File: src/rtl/cpu_prog_sequencer_if.sv
// ---------------------------------------------------------------------------
// cpu_prog_sequencer_if
// Bus between the program sequencer and the pipelined CPU under test.
//   cpu_enable  : CPU enable, held for the whole run
//   cpu_start   : one-cycle CPU start pulse
//   i_datain    : instruction word presented to the CPU each clock
//   d_addr      : CPU data-memory address
//   d_dataout   : CPU data-memory write data
//   d_we        : CPU data-memory write enable
// master = sequencer side, slave = CPU side.
// ---------------------------------------------------------------------------
interface cpu_prog_sequencer_if #(
    parameter int DATA_W = 16,
    parameter int ADDR_W = 8
);
    logic              cpu_enable;
    logic              cpu_start;
    logic [DATA_W-1:0] i_datain;
    logic [ADDR_W-1:0] d_addr;
    logic [DATA_W-1:0] d_dataout;
    logic              d_we;

    modport master (
        output cpu_enable, cpu_start, i_datain,
        input  d_addr, d_dataout, d_we
    );

    modport slave (
        input  cpu_enable, cpu_start, i_datain,
        output d_addr, d_dataout, d_we
    );
endinterface

File: src/rtl/cpu_prog_sequencer.sv
// ---------------------------------------------------------------------------
// cpu_prog_sequencer
// Loads a program, brings the CPU up (enable, then a start pulse), streams
// one instruction per clock until HALT, drains the pipeline with NOPs and
// checks every CPU data write against a FIFO of expected writes.
//   clock, reset          : clock and synchronous active-high reset
//   prog_we/addr/data     : program memory write port (IDLE only)
//   exp_push/addr/data    : push an expected {d_addr, d_dataout}
//   exp_full              : expected-write FIFO full
//   go                    : start a run (ignored while busy)
//   bus (master)          : CPU enable/start/instruction and data-write bus
//   busy, done, pass      : run status; pass valid while done
//   overrun               : program ran off the end without HALT
//   err_count/cycle_count : saturating mismatch and RUN+DRAIN cycle counts
// ---------------------------------------------------------------------------
module cpu_prog_sequencer #(
    parameter int                DATA_W    = 16,
    parameter int                ADDR_W    = 8,
    parameter int                DEPTH     = 32,
    parameter int                EXP_DEPTH = 16,
    parameter int                OPC_W     = 5,
    parameter logic [OPC_W-1:0]  HALT_OPC  = 5'b00001,
    parameter logic [DATA_W-1:0] NOP_WORD  = 16'h0000,
    parameter int                DRAIN_CYC = 5,
    parameter int                CNT_W     = 16
) (
    input  logic                     clock,
    input  logic                     reset,
    input  logic                     prog_we,
    input  logic [$clog2(DEPTH)-1:0] prog_addr,
    input  logic [DATA_W-1:0]        prog_data,
    input  logic                     exp_push,
    input  logic [ADDR_W-1:0]        exp_addr,
    input  logic [DATA_W-1:0]        exp_data,
    output logic                     exp_full,
    input  logic                     go,
    cpu_prog_sequencer_if.master     bus,
    output logic                     busy,
    output logic                     done,
    output logic                     pass,
    output logic                     overrun,
    output logic [CNT_W-1:0]         err_count,
    output logic [CNT_W-1:0]         cycle_count
);
    localparam int PC_W = $clog2(DEPTH);
    localparam int EA_W = $clog2(EXP_DEPTH);
    localparam int DC_W = $clog2(DRAIN_CYC + 1);
    localparam int EW   = ADDR_W + DATA_W;

    typedef enum logic [2:0] {S_IDLE, S_ARM, S_START, S_RUN, S_DRAIN, S_DONE} state_t;
    state_t state, state_nxt;

    logic [DATA_W-1:0] prog_mem [DEPTH];
    logic [EW-1:0]     exp_mem  [EXP_DEPTH];
    logic [PC_W-1:0]   pc;
    logic [DC_W-1:0]   drain_cnt;
    logic [EA_W-1:0]   rd_ptr, wr_ptr;
    logic [EA_W:0]     exp_cnt, exp_cnt_nxt;

    logic [DATA_W-1:0] issue_word;
    logic is_halt, last_pc, chk_active, exp_empty, exp_is_full;
    logic chk_pop, flush_pop, pop, push_req, push, push_drop, chk_err;
    logic [1:0] err_inc;

    function automatic logic [CNT_W-1:0] sat_add(input logic [CNT_W-1:0] a,
                                                  input logic [1:0] inc);
        logic [CNT_W:0] sum;
        sum = {1'b0, a} + {{(CNT_W-1){1'b0}}, inc};
        return sum[CNT_W] ? {CNT_W{1'b1}} : sum[CNT_W-1:0];
    endfunction

    // Decode of the word at pc and of the checker/FIFO strobes
    always_comb begin
        issue_word  = prog_mem[pc];
        is_halt     = (issue_word[DATA_W-1 -: OPC_W] == HALT_OPC);
        last_pc     = (pc == PC_W'(DEPTH - 1));
        chk_active  = (state == S_ARM) || (state == S_START) ||
                      (state == S_RUN) || (state == S_DRAIN);
        exp_empty   = (exp_cnt == '0);
        exp_is_full = (exp_cnt == (EA_W+1)'(EXP_DEPTH));
        chk_pop     = chk_active && bus.d_we && !exp_empty;
        flush_pop   = (state == S_DONE) && !exp_empty;
        pop         = chk_pop || flush_pop;
        push_req    = exp_push && (state != S_DONE);
        // A pop in the same cycle frees the slot, so a push into a full FIFO
        // is only dropped when nothing leaves.
        push        = push_req && (!exp_is_full || pop);
        push_drop   = push_req && exp_is_full && !pop;
        chk_err     = chk_active && bus.d_we &&
                      (exp_empty || (exp_mem[rd_ptr] != {bus.d_addr, bus.d_dataout}));
        err_inc     = {1'b0, push_drop} + {1'b0, chk_err || flush_pop};
        exp_cnt_nxt = exp_cnt;
        if (push && !pop)
            exp_cnt_nxt = exp_cnt + (EA_W+1)'(1);
        else if (!push && pop)
            exp_cnt_nxt = exp_cnt - (EA_W+1)'(1);
    end

    // Next-state logic
    always_comb begin
        state_nxt = state;
        case (state)
            S_IDLE:  if (go) state_nxt = S_ARM;
            S_ARM:   state_nxt = S_START;
            S_START: state_nxt = S_RUN;
            S_RUN:   if (is_halt || last_pc) state_nxt = S_DRAIN;
            S_DRAIN: if (drain_cnt == DC_W'(DRAIN_CYC - 1)) state_nxt = S_DONE;
            S_DONE:  if (exp_empty) state_nxt = S_IDLE;
            default: state_nxt = S_IDLE;
        endcase
    end

    always_ff @(posedge clock) begin
        if (reset) state <= S_IDLE;
        else       state <= state_nxt;
    end

    // Registered outputs, counters and FIFO pointers
    always_ff @(posedge clock) begin
        if (reset) begin
            bus.cpu_enable <= 1'b0;
            bus.cpu_start  <= 1'b0;
            bus.i_datain   <= NOP_WORD;
            busy           <= 1'b0;
            done           <= 1'b0;
            pass           <= 1'b0;
            overrun        <= 1'b0;
            err_count      <= '0;
            cycle_count    <= '0;
            pc             <= '0;
            drain_cnt      <= '0;
            rd_ptr         <= '0;
            wr_ptr         <= '0;
            exp_cnt        <= '0;
            exp_full       <= 1'b0;
        end else begin
            bus.cpu_start <= (state == S_START);
            bus.i_datain  <= (state == S_RUN) ? issue_word : NOP_WORD;
            if (state == S_ARM)
                bus.cpu_enable <= 1'b1;
            else if ((state == S_DONE) && exp_empty)
                bus.cpu_enable <= 1'b0;

            case (state)
                S_IDLE: if (go) begin
                    busy      <= 1'b1;
                    done      <= 1'b0;
                    pass      <= 1'b0;
                    overrun   <= 1'b0;
                    pc        <= '0;
                    drain_cnt <= '0;
                end
                S_RUN: begin
                    drain_cnt <= '0;
                    // pc parks on the last word instead of wrapping
                    if (!last_pc) pc <= pc + PC_W'(1);
                    if (last_pc && !is_halt) overrun <= 1'b1;
                end
                S_DRAIN: drain_cnt <= drain_cnt + DC_W'(1);
                S_DONE: if (exp_empty) begin
                    busy <= 1'b0;
                    done <= 1'b1;
                    pass <= (err_count == '0) && !overrun;
                end
                default: ;
            endcase

            if ((state == S_IDLE) && go)
                cycle_count <= '0;
            else if ((state == S_RUN) || (state == S_DRAIN))
                cycle_count <= sat_add(cycle_count, 2'd1);

            if ((state == S_IDLE) && go)
                err_count <= '0;
            else
                err_count <= sat_add(err_count, err_inc);

            if (pop)  rd_ptr <= rd_ptr + EA_W'(1);
            if (push) wr_ptr <= wr_ptr + EA_W'(1);
            exp_cnt  <= exp_cnt_nxt;
            exp_full <= (exp_cnt_nxt == (EA_W+1)'(EXP_DEPTH));
        end
    end

    // Storage arrays carry no reset; program contents survive reset
    always_ff @(posedge clock) begin
        if (prog_we && (state == S_IDLE))
            prog_mem[prog_addr] <= prog_data;
        if (push)
            exp_mem[wr_ptr] <= {exp_addr, exp_data};
    end
endmodule
File: src/flat_wrapper.sv
// flat-port wrapper written by rule: the top's interface ports become plain ports
module cpu_prog_sequencer_flat 
#(
    parameter int                DATA_W    = 16,
    parameter int                ADDR_W    = 8,
    parameter int                DEPTH     = 32,
    parameter int                EXP_DEPTH = 16,
    parameter int                OPC_W     = 5,
    parameter logic [OPC_W-1:0]  HALT_OPC  = 5'b00001,
    parameter logic [DATA_W-1:0] NOP_WORD  = 16'h0000,
    parameter int                DRAIN_CYC = 5,
    parameter int                CNT_W     = 16
)
  (clock, reset, prog_we, prog_addr, prog_data, exp_push, exp_addr, exp_data, exp_full, go, busy, done, pass, overrun, err_count, cycle_count, bus_cpu_enable, bus_cpu_start, bus_i_datain, bus_d_addr, bus_d_dataout, bus_d_we);
  cpu_prog_sequencer_if #(.DATA_W(DATA_W), .ADDR_W(ADDR_W)) bus_i ();
  input  logic clock;
  input  logic reset;
  input  logic prog_we;
  input  logic [$clog2(DEPTH)-1:0] prog_addr;
  input  logic [DATA_W-1:0] prog_data;
  input  logic exp_push;
  input  logic [ADDR_W-1:0] exp_addr;
  input  logic [DATA_W-1:0] exp_data;
  output logic exp_full;
  input  logic go;
  output logic busy;
  output logic done;
  output logic pass;
  output logic overrun;
  output logic [CNT_W-1:0] err_count;
  output logic [CNT_W-1:0] cycle_count;
  output wire logic [$bits(bus_i.cpu_enable)-1:0] bus_cpu_enable;
  output wire logic [$bits(bus_i.cpu_start)-1:0] bus_cpu_start;
  output wire logic [$bits(bus_i.i_datain)-1:0] bus_i_datain;
  input wire logic [$bits(bus_i.d_addr)-1:0] bus_d_addr;
  input wire logic [$bits(bus_i.d_dataout)-1:0] bus_d_dataout;
  input wire logic [$bits(bus_i.d_we)-1:0] bus_d_we;
  assign bus_cpu_enable = bus_i.cpu_enable;
  assign bus_cpu_start = bus_i.cpu_start;
  assign bus_i_datain = bus_i.i_datain;
  assign bus_i.d_addr = bus_d_addr;
  assign bus_i.d_dataout = bus_d_dataout;
  assign bus_i.d_we = bus_d_we;
  cpu_prog_sequencer #(.DATA_W(DATA_W), .ADDR_W(ADDR_W), .DEPTH(DEPTH), .EXP_DEPTH(EXP_DEPTH), .OPC_W(OPC_W), .HALT_OPC(HALT_OPC), .NOP_WORD(NOP_WORD), .DRAIN_CYC(DRAIN_CYC), .CNT_W(CNT_W)) u_core (.clock(clock), .reset(reset), .prog_we(prog_we), .prog_addr(prog_addr), .prog_data(prog_data), .exp_push(exp_push), .exp_addr(exp_addr), .exp_data(exp_data), .exp_full(exp_full), .go(go), .bus(bus_i), .busy(busy), .done(done), .pass(pass), .overrun(overrun), .err_count(err_count), .cycle_count(cycle_count));
endmodule
File: config.mk
export PLATFORM = sky130hd
export DESIGN_NAME = cpu_prog_sequencer_flat
export DESIGN_NICKNAME = d
export VERILOG_FILES = /design/src/rtl/cpu_prog_sequencer_if.sv /design/src/rtl/cpu_prog_sequencer.sv /design/src/flat_wrapper.sv
export SDC_FILE = /design/constraint.sdc
export NUM_CORES = 1
export LEC_CHECK = 0
export ABC_CLOCK_PERIOD_IN_PS = 3960
export CORE_ASPECT_RATIO = 0.5
export CORE_UTILIZATION = 55
export CTS_CLUSTER_DIAMETER = 30
export CTS_CLUSTER_SIZE = 20
export DETAILED_ROUTE_END_ITERATION = 8
export PLACE_DENSITY = 0.77
export SYNTH_ARGS = -nofsm -noshare
export SYNTH_HDL_FRONTEND = slang
export SYNTH_SLANG_ARGS = --single-unit
export TNS_END_PERCENT = 10
File: constraint.sdc
create_clock -name clock -period 3.96 [get_ports clock]
set_input_delay 0.792 -clock clock [delete_from_list [all_inputs] [get_ports clock]]
set_output_delay 0.792 -clock clock [all_outputs]
set_load 0.02 [all_outputs]
==> impl_results.md <==
* Status: finished, violations left
* Failing checks: negative setup slack
* Worst endpoint data arrival time at 4810 ps
* Main synth FF type: edfxtp_1
* HP Class: reg2reg
* Row Count at 68
* CTS Hold Buffers Added at 0
* Post-route ant nets at 0
* Die height at 188.9 µm
* Post-Synthesis Cells at 1895
* Yosys cell types at 67
* Commonest non-fill, non-tap cell in the layout: edfxtp_1
* DRC viols at 0
* Crit path buffers/inverters at 4
* Filler instances at 4265
* Fin. Hold Viols at 0
* Clock buffer depth at 3
* Detailed Place HPWL at 52180 µm
* Post-Syn Area at 38440 µm²
* EDFF count, synth at 896
* Synth-to-Final Area Change at 20.73%
* Leakage power at 14.81 nW
* Congestion Overflow GR at 0
* Initial antenna violation count at 1
* Seq/Total Area, Yosys at 74.58%
* Sequential cell area at 28690 µm²
* Die area at 71010 µm²
* Final setup vio count at 16
* Footprint of the multi-input gates at 9503 µm²
* Worst stage delay on the critical path at 550 ps
* Syn Area/Cell at 20.28 µm²
* Number of global-route vias before repair at 20750
* Total number of vias at 20130
* CP endpoint kind: flop
* Power Density at 505.1 nW/µm²
* RePlAce Congestion at 0.8984
* # Max-Cap Violations at 0
* Max Slew Vio Count at 0
* Avg WL per Cell at 27.36 µm
* Die Width at 375.9 µm
* Most frequent cells in the layout: 896 x edfxtp_1, 253 x mux4_2, 162 x buf_4, 129 x clkdlybuf4s50_1, 114 x clkbuf_16
* IO Port Bufs at 129
* Setup TNS at -2630 ps
* RSZ-0062 raised after global routing: true
* Warnings from Yosys at 0
* CTS tree: done
* Layout Cells excl Fill at 3287
* Largest net degree at the start of global routing at 46
* Post-Syn Nets at 1984
* Core ar. at 69000 µm²
* CP Launch Type: flop
* Slowest stage cell, crit path: or4_1
* Crit path max-delay family: simple AND/OR/NAND/NOR gates
* Cell total after placement at 3050
* Nets at 2333
* Cell chain of the critical path: buf_6 -> buf_12 -> buf_12 -> buf_4 -> mux4_2 -> mux2i_4 -> o21ai_0 -> or4_1 -> a21oi_2 -> a32oi_2 -> fa_2 -> ha_4 -> and3_4 -> nand3_4 -> nor2_2 -> nand4_1 -> a31oi_1 -> mux2_4 -> nor2_2
* Clock root buffer: clkbuf_16
* # clock sinks at 984
* Slew HR at 22.53%
* Number of detailed-route iterations in the first pass at 5
* Placement Setup Slack at -491.7 ps
* Tcrit/Tclk final at 105.9%
* Critical Path Fanout Max at 8
* Peak VDD IR at 348.7 µV
* CTS H-tree lvls at 3
* Routed WL at 89940 µm
* Final Critical Period at 4195 ps
* Worst Clk Skew at 31.68 ps
* Via density at 6.123
* Final worst slack at -234.5 ps
* Skew-Pair Late Insertion Delay at 700 ps
* R2R setup slack at -230 ps
* DR iter-0 viols at 2354
* Final core area utilization at 67.25%
* CTS clock-pin slew for the worst setup and hold paths at 70 ps
* Required @ worst endpoint at 4580 ps
* Clock buffer count from CTS at 113
* Top-level I/O count at 130
* Path type of the worst setup path: reg2reg
* Post-synth ARST share at 0%
* Yosys reg bits at 984
* First-pass GRT wire length at 132600 µm
* Max Freq at 238.4 MHz
* Worst Tran Pin Value at 1158 ps
* GR Util All Layers at 25.89%
* Starting density of the core at 55.71%
* Layout cell share with drive strength beyond 1 at 31.31%
metal layers:
| metal | GRT usage (%) | vias to the layer above | routed length, µm |
|---|---|---|---|
| met2 | 43.51 | 1054 | 46000 |
| li1 | - | 8477 | - |
| met4 | 9.451 | 0 | 2422 |
| met5 | 0 | - | 0 |
| met1 | 33.97 | 10450 | 34260 |
| met3 | 5.150 | 151 | 7251 |
synth_stat cells (all sizes together) (7+ instances only):
| cell type | instances | area, µm² |
|---|---|---|
| a31oi | 9 | 56.30 |
| dfxtp | 88 | 1762 |
| mux2i | 65 | 650.6 |
| nor3 | 15 | 75.07 |
| inv | 28 | 105.1 |
| nand4 | 15 | 93.84 |
| a21oi | 41 | 205.2 |
| nand3 | 19 | 95.09 |
| buf | 57 | 322.8 |
| clkbuf | 30 | 112.6 |
| mux4 | 253 | 5698 |
| nor2 | 105 | 394.1 |
| xor2 | 33 | 289.0 |
| and2 | 11 | 68.82 |
| edfxtp | 896 | 26910 |
| xnor2 | 32 | 280.3 |
| nand2 | 63 | 236.5 |
| and3 | 11 | 68.82 |
| ha | 13 | 162.7 |
| or2 | 7 | 43.79 |
| o21ai | 17 | 85.08 |
through the flow:
step | area (µm²) | total power, mW | hold slack, ps
floorplan | 38440 | 12.40 | 450.2
global placement | 42100 | 12.95 | 444.7
detailed placement | 42100 | 12.99 | 451.4
CTS | 46260 | 23.57 | 460.9
global route | 46400 | 24.10 | 480.7
finish | 46410 | 23.44 | 458.3
cells by family (layout without fill, tap and decap cells):
| kind of cell | count (synthesis) | after routing | share of synthesized area, % |
|---|---|---|---|
| AO/OA/AOI/OAI | 114 | 114 | 1.940 |
| adder cells (fa/ha/maj) | 14 | 14 | 0.4753 |
| XOR/XNOR | 65 | 65 | 1.481 |
| buffers and inverters | 115 | 561 | 1.406 |
| other | 0 | 1 | 0 |
| flip-flops | 984 | 984 | 74.58 |
| multiplexers | 324 | 324 | 16.69 |
| AND/OR/NAND/NOR | 279 | 279 | 3.424 |
sequential cells by signal (all words and copies together), names as in the netlist, 3 cells and up, named ones only:
register / flops
u_core.pc: 5
u_core.state: 3
u_core.rd_ptr: 4
u_core.drain_cnt: 3
u_core.prog_mem: 512
u_core.exp_cnt: 5
u_core.bus.i_datain: 16
u_core.cycle_count: 16
u_core.exp_mem: 384
u_core.wr_ptr: 4
u_core.err_count: 16
where the power goes:
part | internal [mW] | switching [mW]
Clock | 6.01 | 4.59
Sequential | 11.4 | 0.0638
Combinational | 0.592 | 0.728
worst min-delay path: stages (launching register included):
cell and delay, ps:
dfxtp_1 310, nand2_1 50, a21oi_1 50
final timing paths:
path	from	end	cells past startpoint
max	flop	u_core.err_count[12]	19
min	u_core.done	u_core.done	2
max reg2reg	flop	u_core.err_count[12]	19
min reg2reg	u_core.done	u_core.done	2
final cells by class:
class                           count  share of cell area (%)
Antenna cell                        1                0.005392
Clock buffer                      119                   6.188
Clock inverter                     93                   2.203
Inverter                           28                  0.2265
Multi-Input combinational cell    796                   20.48
Sequential cell                   984                   61.83
Tap cell                          945                   2.548
Timing Repair Buffer              321                   6.525
repair_timing:
item	in CTS	in global routing
pin swaps	10	9
gates resized for setup	31	14
setup buffers	11	13
endpoints found under the setup margin	16	16
cloned	1	0
(Power assumes the default switching activity.)
